`config.mk`:
```
export PLATFORM = sky130hd
export DESIGN_NAME = iq_stream_arbiter
export DESIGN_NICKNAME = d
export VERILOG_FILES = /design/src/rtl/iq_stream_arbiter.sv
export SDC_FILE = /design/constraint.sdc
export NUM_CORES = 1
export LEC_CHECK = 0
export BUFFER_PORTS_ARGS = -buffer_cell sky130_fd_sc_hd__buf_2
export CELL_PAD_IN_SITES_DETAIL_PLACEMENT = 1
export CELL_PAD_IN_SITES_GLOBAL_PLACEMENT = 2
export CORE_ASPECT_RATIO = 1.75
export CORE_MARGIN = 5
export CORE_UTILIZATION = 42
export DETAILED_ROUTE_END_ITERATION = 8
export PLACE_DENSITY_LB_ADDON = 0.25
export SYNTH_ARGS = -nofsm -noshare
export SYNTH_HDL_FRONTEND = slang
export SYNTH_SLANG_ARGS = --single-unit
```
`constraint.sdc`:
```
create_clock -name clk -period 2.2 [get_ports clk]
set_input_delay 0 -clock clk [delete_from_list [all_inputs] [get_ports clk]]
set_output_delay 0 -clock clk [all_outputs]
set_load 0.1 [all_outputs]
```
`src/rtl/iq_stream_arbiter.sv`:
```
// Merges I and Q sample streams onto one tagged, framed AXI-Stream output.
// Define IQ_STRICT_ALT_EN for strict I/Q alternation instead of work-conserving round-robin.
module iq_stream_arbiter #(
  parameter int DATA_W     = 8,
  parameter int FIFO_DEPTH = 4,
  parameter int FRAME_LEN  = 256
) (
  input  logic              clk,
  input  logic              rst,
  input  logic              enable,
  input  logic [DATA_W-1:0] s_axis_i_tdata,
  input  logic              s_axis_i_tvalid,
  output logic              s_axis_i_tready,
  input  logic [DATA_W-1:0] s_axis_q_tdata,
  input  logic              s_axis_q_tvalid,
  output logic              s_axis_q_tready,
  output logic [DATA_W-1:0] m_axis_tdata,
  output logic              m_axis_tvalid,
  input  logic              m_axis_tready,
  output logic              m_axis_tuser,
  output logic              m_axis_tlast,
  output logic              running
);

  localparam int AW = $clog2(FIFO_DEPTH);
  localparam int CW = $clog2(FRAME_LEN);
  localparam logic [CW-1:0] LAST_CNT = CW'(FRAME_LEN - 1);

  typedef enum logic [1:0] {IDLE, RUN, STOP_PEND} state_t;

  state_t state, state_nxt;
  logic [CW-1:0] frame_cnt, frame_cnt_nxt;

  logic [1:0]             in_vld, in_rdy, wr_en, rd_en, full, empty;
  logic [1:0][DATA_W-1:0] in_data, head;

  logic              gnt_vld, gnt_ch, load, last_word;
  logic [DATA_W-1:0] tdata_p1;
  logic              tuser_p1, tlast_p1, vld_p1;

  assign in_vld  = {s_axis_q_tvalid, s_axis_i_tvalid};
  assign in_data = {s_axis_q_tdata, s_axis_i_tdata};
  assign s_axis_i_tready = in_rdy[0];
  assign s_axis_q_tready = in_rdy[1];

  // Stage p0: per-channel input FIFOs (index 0 = I, 1 = Q)
  for (genvar ch = 0; ch < 2; ch++) begin : g_fifo
    logic [DATA_W-1:0] mem [FIFO_DEPTH];
    logic [AW:0]       wr_ptr, rd_ptr;

    assign full[ch]  = (wr_ptr[AW] != rd_ptr[AW]) && (wr_ptr[AW-1:0] == rd_ptr[AW-1:0]);
    assign empty[ch] = (wr_ptr == rd_ptr);
    assign in_rdy[ch] = !full[ch] && !rst;
    assign wr_en[ch]  = in_vld[ch] && in_rdy[ch];
    assign head[ch]   = mem[rd_ptr[AW-1:0]];

    always_ff @(posedge clk) begin
      if (rst) begin
        wr_ptr <= '0;
        rd_ptr <= '0;
      end else begin
        if (wr_en[ch]) wr_ptr <= wr_ptr + 1'b1;
        if (rd_en[ch]) rd_ptr <= rd_ptr + 1'b1;
      end
    end

    always_ff @(posedge clk) begin
      if (wr_en[ch]) mem[wr_ptr[AW-1:0]] <= in_data[ch];
    end
  end

`ifdef IQ_STRICT_ALT_EN
  always_comb begin
    gnt_ch  = frame_cnt[0];
    gnt_vld = !empty[frame_cnt[0]];
  end
`else
  logic last_q;

  always_comb begin
    gnt_vld = 1'b0;
    gnt_ch  = 1'b0;
    if (!empty[!last_q]) begin
      gnt_vld = 1'b1;
      gnt_ch  = !last_q;
    end else if (!empty[last_q]) begin
      gnt_vld = 1'b1;
      gnt_ch  = last_q;
    end
  end

  // Pointer starts at Q so that I is served first after reset.
  always_ff @(posedge clk) begin
    if (rst)       last_q <= 1'b1;
    else if (load) last_q <= gnt_ch;
  end
`endif

  assign load      = (!vld_p1 || m_axis_tready) && (state != IDLE) && gnt_vld;
  assign rd_en[0]  = load && !gnt_ch;
  assign rd_en[1]  = load && gnt_ch;
  assign last_word = (frame_cnt == LAST_CNT);

  always_comb begin
    frame_cnt_nxt = frame_cnt;
    if (load) frame_cnt_nxt = last_word ? '0 : frame_cnt + 1'b1;
  end

  // Stopping is decided on the post-load count so a stream always ends on a frame boundary.
  always_comb begin
    state_nxt = state;
    case (state)
      IDLE:      if (enable) state_nxt = RUN;
      RUN:       if (!enable) state_nxt = (frame_cnt_nxt == '0) ? IDLE : STOP_PEND;
      STOP_PEND: begin
        if (enable)                 state_nxt = RUN;
        else if (load && last_word) state_nxt = IDLE;
      end
      default:   state_nxt = IDLE;
    endcase
  end

  always_ff @(posedge clk) begin
    if (rst) begin
      state     <= IDLE;
      frame_cnt <= '0;
    end else begin
      state     <= state_nxt;
      frame_cnt <= frame_cnt_nxt;
    end
  end

  // Stage p1: output register, held while the sink stalls
  always_ff @(posedge clk) begin
    if (rst) begin
      vld_p1   <= 1'b0;
      tdata_p1 <= '0;
      tuser_p1 <= 1'b0;
      tlast_p1 <= 1'b0;
    end else if (load) begin
      vld_p1   <= 1'b1;
      tdata_p1 <= head[gnt_ch];
      tuser_p1 <= gnt_ch;
      tlast_p1 <= last_word;
    end else if (m_axis_tready) begin
      vld_p1   <= 1'b0;
    end
  end

  assign m_axis_tdata  = tdata_p1;
  assign m_axis_tvalid = vld_p1;
  assign m_axis_tuser  = tuser_p1;
  assign m_axis_tlast  = tlast_p1;
  assign running       = (state != IDLE);

endmodule
```
Yosys cells after proc, flatten, opt, wreduce, memory -nomap -nowiden
Memories as Yosys holds them, arrays and structs flattened. A register that Yosys moved wholly into a read port is not among the register bits. Index checks and enable logic that the tools add are counted.

Memories: 2. Logic and storage cells: 84. RAM bits: 64. Flip-flop bits (word level): 34.

Memories: g_fifo[0].mem (words 4, width 8, read ports 1, clocked after Yosys merged registers in 1, wr ports 1, RTL line 48) `logic [DATA_W-1:0] mem [FIFO_DEPTH];`; g_fifo[1].mem (words 4, width 8, read ports 1, clocked after Yosys merged registers in 1, wr ports 1, RTL line 48).

Equal/unequal tests: 12. Order comparisons: 3. Add/subtract/negate cells: 5. Muxes and demuxes: 28. Reductions and logical operators: 23.

Operators with widths (number): two-way mux 8 bit (4); two-way mux 2 bit (9); two-way mux 1 bit (14); adder 3 x 1 -> 3 bit (second input constant) (4); logical AND 1 bit (11); adder 8 x 1 -> 8 bit (second input constant) (1); equality test 8 bit (second input constant) (1); zero test 8 bit (1); equality test 3 bit (2); zero test 1 bit (6); < comparator 1 x 2 -> 1 bit (second input constant) (3); one-hot mux 2 bit (3 select lines) (1); equality test 2 bit (2); inequality test 2 bit (second input constant) (2); nonzero test 2 bit (2); inequality test 3 bit (second input constant) (1); AND reduction 3 bit (1); equality test 2 x 1 -> 1 bit (second input constant) (1); equality test 2 bit (second input constant) (1); zero test 2 bit (1); inequality test 1 bit (2); logical OR 1 bit (1).

Depth between registers and ports, before layout
Depth in word-level cells: 11. Gate-level depth with buffers: 8. Mapped depth without buffers: 7.

Least setup slack after synthesis
No wires, ideal clock.

Path kind: reg-to-reg. Start: register g_fifo[1].wr_ptr[1]. End: memory g_fifo[1].mem[3][0], enable pin. Path buffers: 0. Required time: 1.859 ns. Slack: -0.972 ns. Cell stages (with the launch flop): 4. Data arrival time: 2.830 ns. Cell sequence: dfxtp_1 -> xnor2_1 -> a31oi_1 -> and3_1.

Longest elaborated chain between the ends: 7.

RTL lines: start: declaration (RTL line 49) `logic [AW:0] wr_ptr, rd_ptr;`; start signal: assignment (RTL line 62) `if (wr_en[ch]) wr_ptr <= wr_ptr + 1'b1;`; equality test 2 bit (RTL line 51) `assign full[ch] = (wr_ptr[AW] != rd_ptr[AW]) && (wr_ptr[AW-1:0] == rd_ptr[AW-1:0]);`; logical AND 1 bit (RTL line 51); zero test 1 bit (RTL line 53) `assign in_rdy[ch] = !full[ch] && !rst;`; logical AND 1 bit (RTL line 53); via s_axis_q_tready (RTL line 16) `output logic s_axis_q_tready,`; logical AND 1 bit (RTL line 54) `assign wr_en[ch] = in_vld[ch] && in_rdy[ch];`; two-way mux 1 bit (RTL line 68) `if (wr_en[ch]) mem[wr_ptr[AW-1:0]] <= in_data[ch];`; two-way mux 1 bit (implied by the code) (RTL line 68); end: declaration (RTL line 48).

The timed path passes the listed nets, and every way through them passes these cells.

Final worst setup path
Start: register frame_cnt[2]. End: register state[1].

Longest elaborated chain between the ends: 7.

RTL lines: start: declaration (RTL line 32) `logic [CW-1:0] frame_cnt, frame_cnt_nxt;`; start signal: assignment (RTL line 129) `frame_cnt <= frame_cnt_nxt;`; adder 8 x 1 -> 8 bit or equality test 8 bit (tied branches) (RTL line 106, 102); two-way mux 8 bit (2 in a row) (RTL line 106) `if (load) frame_cnt_nxt = last_word ? '0 : frame_cnt + 1'b1;`; zero test 8 bit (RTL line 114) `RUN: if (!enable) state_nxt = (frame_cnt_nxt == '0) ? IDLE : STOP_PEND;`; two-way mux 2 bit (2 in a row) (RTL line 114); one-hot mux 2 bit (3 select lines) (RTL line 112) `case (state)`; end signal: assignment (RTL line 128) `state <= state_nxt;`; end: declaration (RTL line 31) `state_t state, state_nxt;`.

Several ways; a longest one is shown, not always the timed one. The select of a mux whose other input is x is not followed. A chain may end at the register's enable or synchronous reset.

==> key figures <==
Run status
  • Outcome: complete, no violations

Floorplan
  • Die Y: 143 µm
  • Cell row count: 48
  • Io pins: 36
  • Initial core utilization: 0.428
  • Core area: 9850 µm²
  • Die X: 85.8 µm
  • Die ar.: 12200 µm²

Synth
  • Post-synth top area cell: edfxtp_1
  • Proportion of netlist area held by the largest area contributor: 0.456
  • Mapped cell area: 4220 µm²
  • Post-synthesis sequential area ratio: 0.636
  • Synth top area cells: edfxtp_1 46%, dfxtp_1 18%, mux4_2 8.5%, ha_1 3.3%, nor2_1 2.3%
  • Most used DFF post-synth: edfxtp_1
  • Cell with the most instances after synthesis: edfxtp_1
  • Ys Warns: 0
  • Syn_nets: 335
  • Commonest cells in the netlist: 64 x edfxtp_1, 38 x dfxtp_1, 26 x nor2_1
  • Yosys cell types: 49
  • Syn avg cell area: 14.0 µm²
  • Post-Syn Instances: 302
  • Register bit total from synthesis: 102
  • Ys async rst share: 0
  • Number of synthesized flops with an enable pin: 64

Placed design
  • RD Place Congestion: 0.794
  • # port buffers: 35
  • Post-DP HPWL: 6.84 mm

STA
  • Slew headroom: 0.614
  • RSZ-0062 raised after global routing: false
  • Worst Max-Slew Pin Slew: 572 ps
  • FMAX: 0.476 GHz
  • Setup TNS: 0 ps
  • Slew Limit Fails: 0
  • Final hold violations: 0
  • Skew final: 7.87 ps
  • Setup Viol. Count Final: 0
  • Min cycle time layout: 2100 ps
  • Final hold slack: 72.2 ps
  • Tcrit/Tclk final: 0.955

Worst setup path
  • Worst R2R Setup Slack: 100 ps
  • Worst path top cell family by delay: compound AO/OA/AOI/OAI gates
  • Worst endpoint required time: 2410 ps
  • Worst path cell trace: and3_1 > nand2_1 > o311ai_0 > o2111ai_1 > nor4_1 > a2111oi_2
  • Setup crit end kind: flop
  • Critical path's slowest cell: o311ai_0
  • Critical setup path kind: flop to flop
  • Worst Setup SP: frame_cnt[2]
  • WP buf/inv: 0
  • Worst stage delay on the critical path: 520 ps
  • Critical R2R Launch: frame_cnt[2]
  • CP startpoint kind: flop
  • Critical path peak fanout: 8
  • CP arrival: 2310 ps

Layout
  • Area growth, synth to finish: 20.2%
  • Final nets: 398
  • Inserted Diodes: 0
  • Share of layout cells above drive strength 1: 0.257

GRT
  • Met2 Usage GRT: 0.309
  • Met1 track demand over resource: 0.177
  • Met3 Use GR: 0.0267
  • Global-route wire length before repair: 15.0 mm
  • GR Overflow Total: 0
  • Initial antenna violation count: 0
  • Global-route layer with the greatest usage: met2
  • All-Layer GR Usage: 0.164
  • Largest net degree at the start of global routing: 26
  • Vias in the first global route: 2861

Route
  • Post-route ant nets: 0
  • Vias: 2635
  • Drt pass-1 iters: 4
  • Initial DRC count: 66
  • # DRC: 0
  • Detailed-route wire length per cell: 18.9 µm
  • Post-Route WL: 9.36 mm
  • Via-to-Cell Ratio: 5.33

Power
  • VDD IR-drop max: 0.560 mV
  • Cell Pwr Density: 834 nW/µm²
  • Leakage: 1.82 nW

Clock network
  • Worst skew pair latency: 340 ps
  • Postcts setup bufs: 0
  • Max clock buf depth: 2
  • CTS tree: done
  • H-tree depth: 3
  • Reg clk slew, reported paths: 70 ps
  • CTS root buffer: clkbuf_16
  • Total CTS buffers: 9
  • CTS Sinks: 102

Worst hold path
  • Hold wc startpoint: m_axis_tready
  • HP Class: primary input to flop

Flow run
  • Number of max-cap violations: 0
-- cells in the final DEF (no fill, tap or decap), types with 3 or more instances in the layout --
cell and count:
a21oi_1 18, a22oi_1 8, and2_1 4, and3_1 5, buf_2 35, buf_4 15
clkbuf_16 9, dfxtp_1 37, dlygate4sd3_1 17, edfxtp_1 64, ha_1 11, inv_1 9
inv_6 3, mux2i_1 3, mux4_2 16, nand2_1 22, nand3_1 3, nor2_1 26
nor3_1 3, or3_1 4, xnor2_1 10, xor2_1 6
-- routing by layer --
layer,vias to the layer above,wire [µm],part of all wire
met2,47,5340,0.57
met3,17,249,0.027
li1,1246,-,-
met5,-,0,0
met1,1325,3510,0.37
met4,0,260,0.028
-- cell families after synthesis --
family | share of synthesized area
flops | 0.636
simple gates | 0.0916
compound gates | 0.0833
buf+inv | 0.0249
mux | 0.0925
xor+xnor | 0.0391
fa+ha+maj | 0.0326
-- repair_timing --
item | 4_1_cts | 5_1_grt
endpoints found under the setup margin | 0 | 17
resized for setup | 0 | 3
endpoints found under the hold margin | 66 | 0
hold buffers | 17 | 0
-- report_power, final --
part | internal (mW) | switching, mW
logic | 0.196 | 0.388
registers | 2.10 | 0.0470
clock network | 0.781 | 0.713
-- stage by stage --
stage | cell area [µm²] | setup WS (ps) | instances | total power [mW] | util
finish | 5070 | 99.9 | 494 | 4.23 | 0.515
global route | 5070 | 19.5 | 494 | 4.40 | 0.515
CTS | 5060 | 63.6 | 494 | 4.27 | 0.514
detailed placement | 4610 | 105 | 462 | 2.76 | 0.468
global placement | 4610 | 106 | 462 | 2.75 | 0.468
floorplan | 4240 | 63.6 | 302 | 2.60 | -
-- path summary, 6_finish.rpt --
kind,cells after the start,endpoint
hold / removal,3,m_axis_tvalid
setup / recovery,6,state[1]
hold reg to reg,2,m_axis_tdata[2]
setup reg to reg,6,state[1]
-- state kept, by name, summed over array words and instances, names as in the netlist, named ones only --
name	flops
state	2
g_fifo.wr_ptr	6
m_axis_tvalid	1
m_axis_tuser	1
m_axis_tdata	8
m_axis_tlast	1
frame_cnt	8
g_fifo.mem	64
last_q	1
g_fifo.rd_ptr	6
-- worst min-delay path, cell delays in order --
cell      delay, ps
buf_2            70
nand2b_1        200
a21oi_1          90
-- area by class of cell --
| type | instances | area, µm² |
|---|---|---|
| Fill cell | 1007 | 4780 |
| Sequential cell | 102 | 2680 |
| Multi-Input combinational cell | 176 | 1460 |
| Timing Repair Buffer | 67 | 458 |
| Clock buffer | 9 | 225 |
| Tap cell | 125 | 156 |
| Clock inverter | 6 | 52.6 |
| Inverter | 9 | 33.8 |
(Power assumes the default switching activity.)
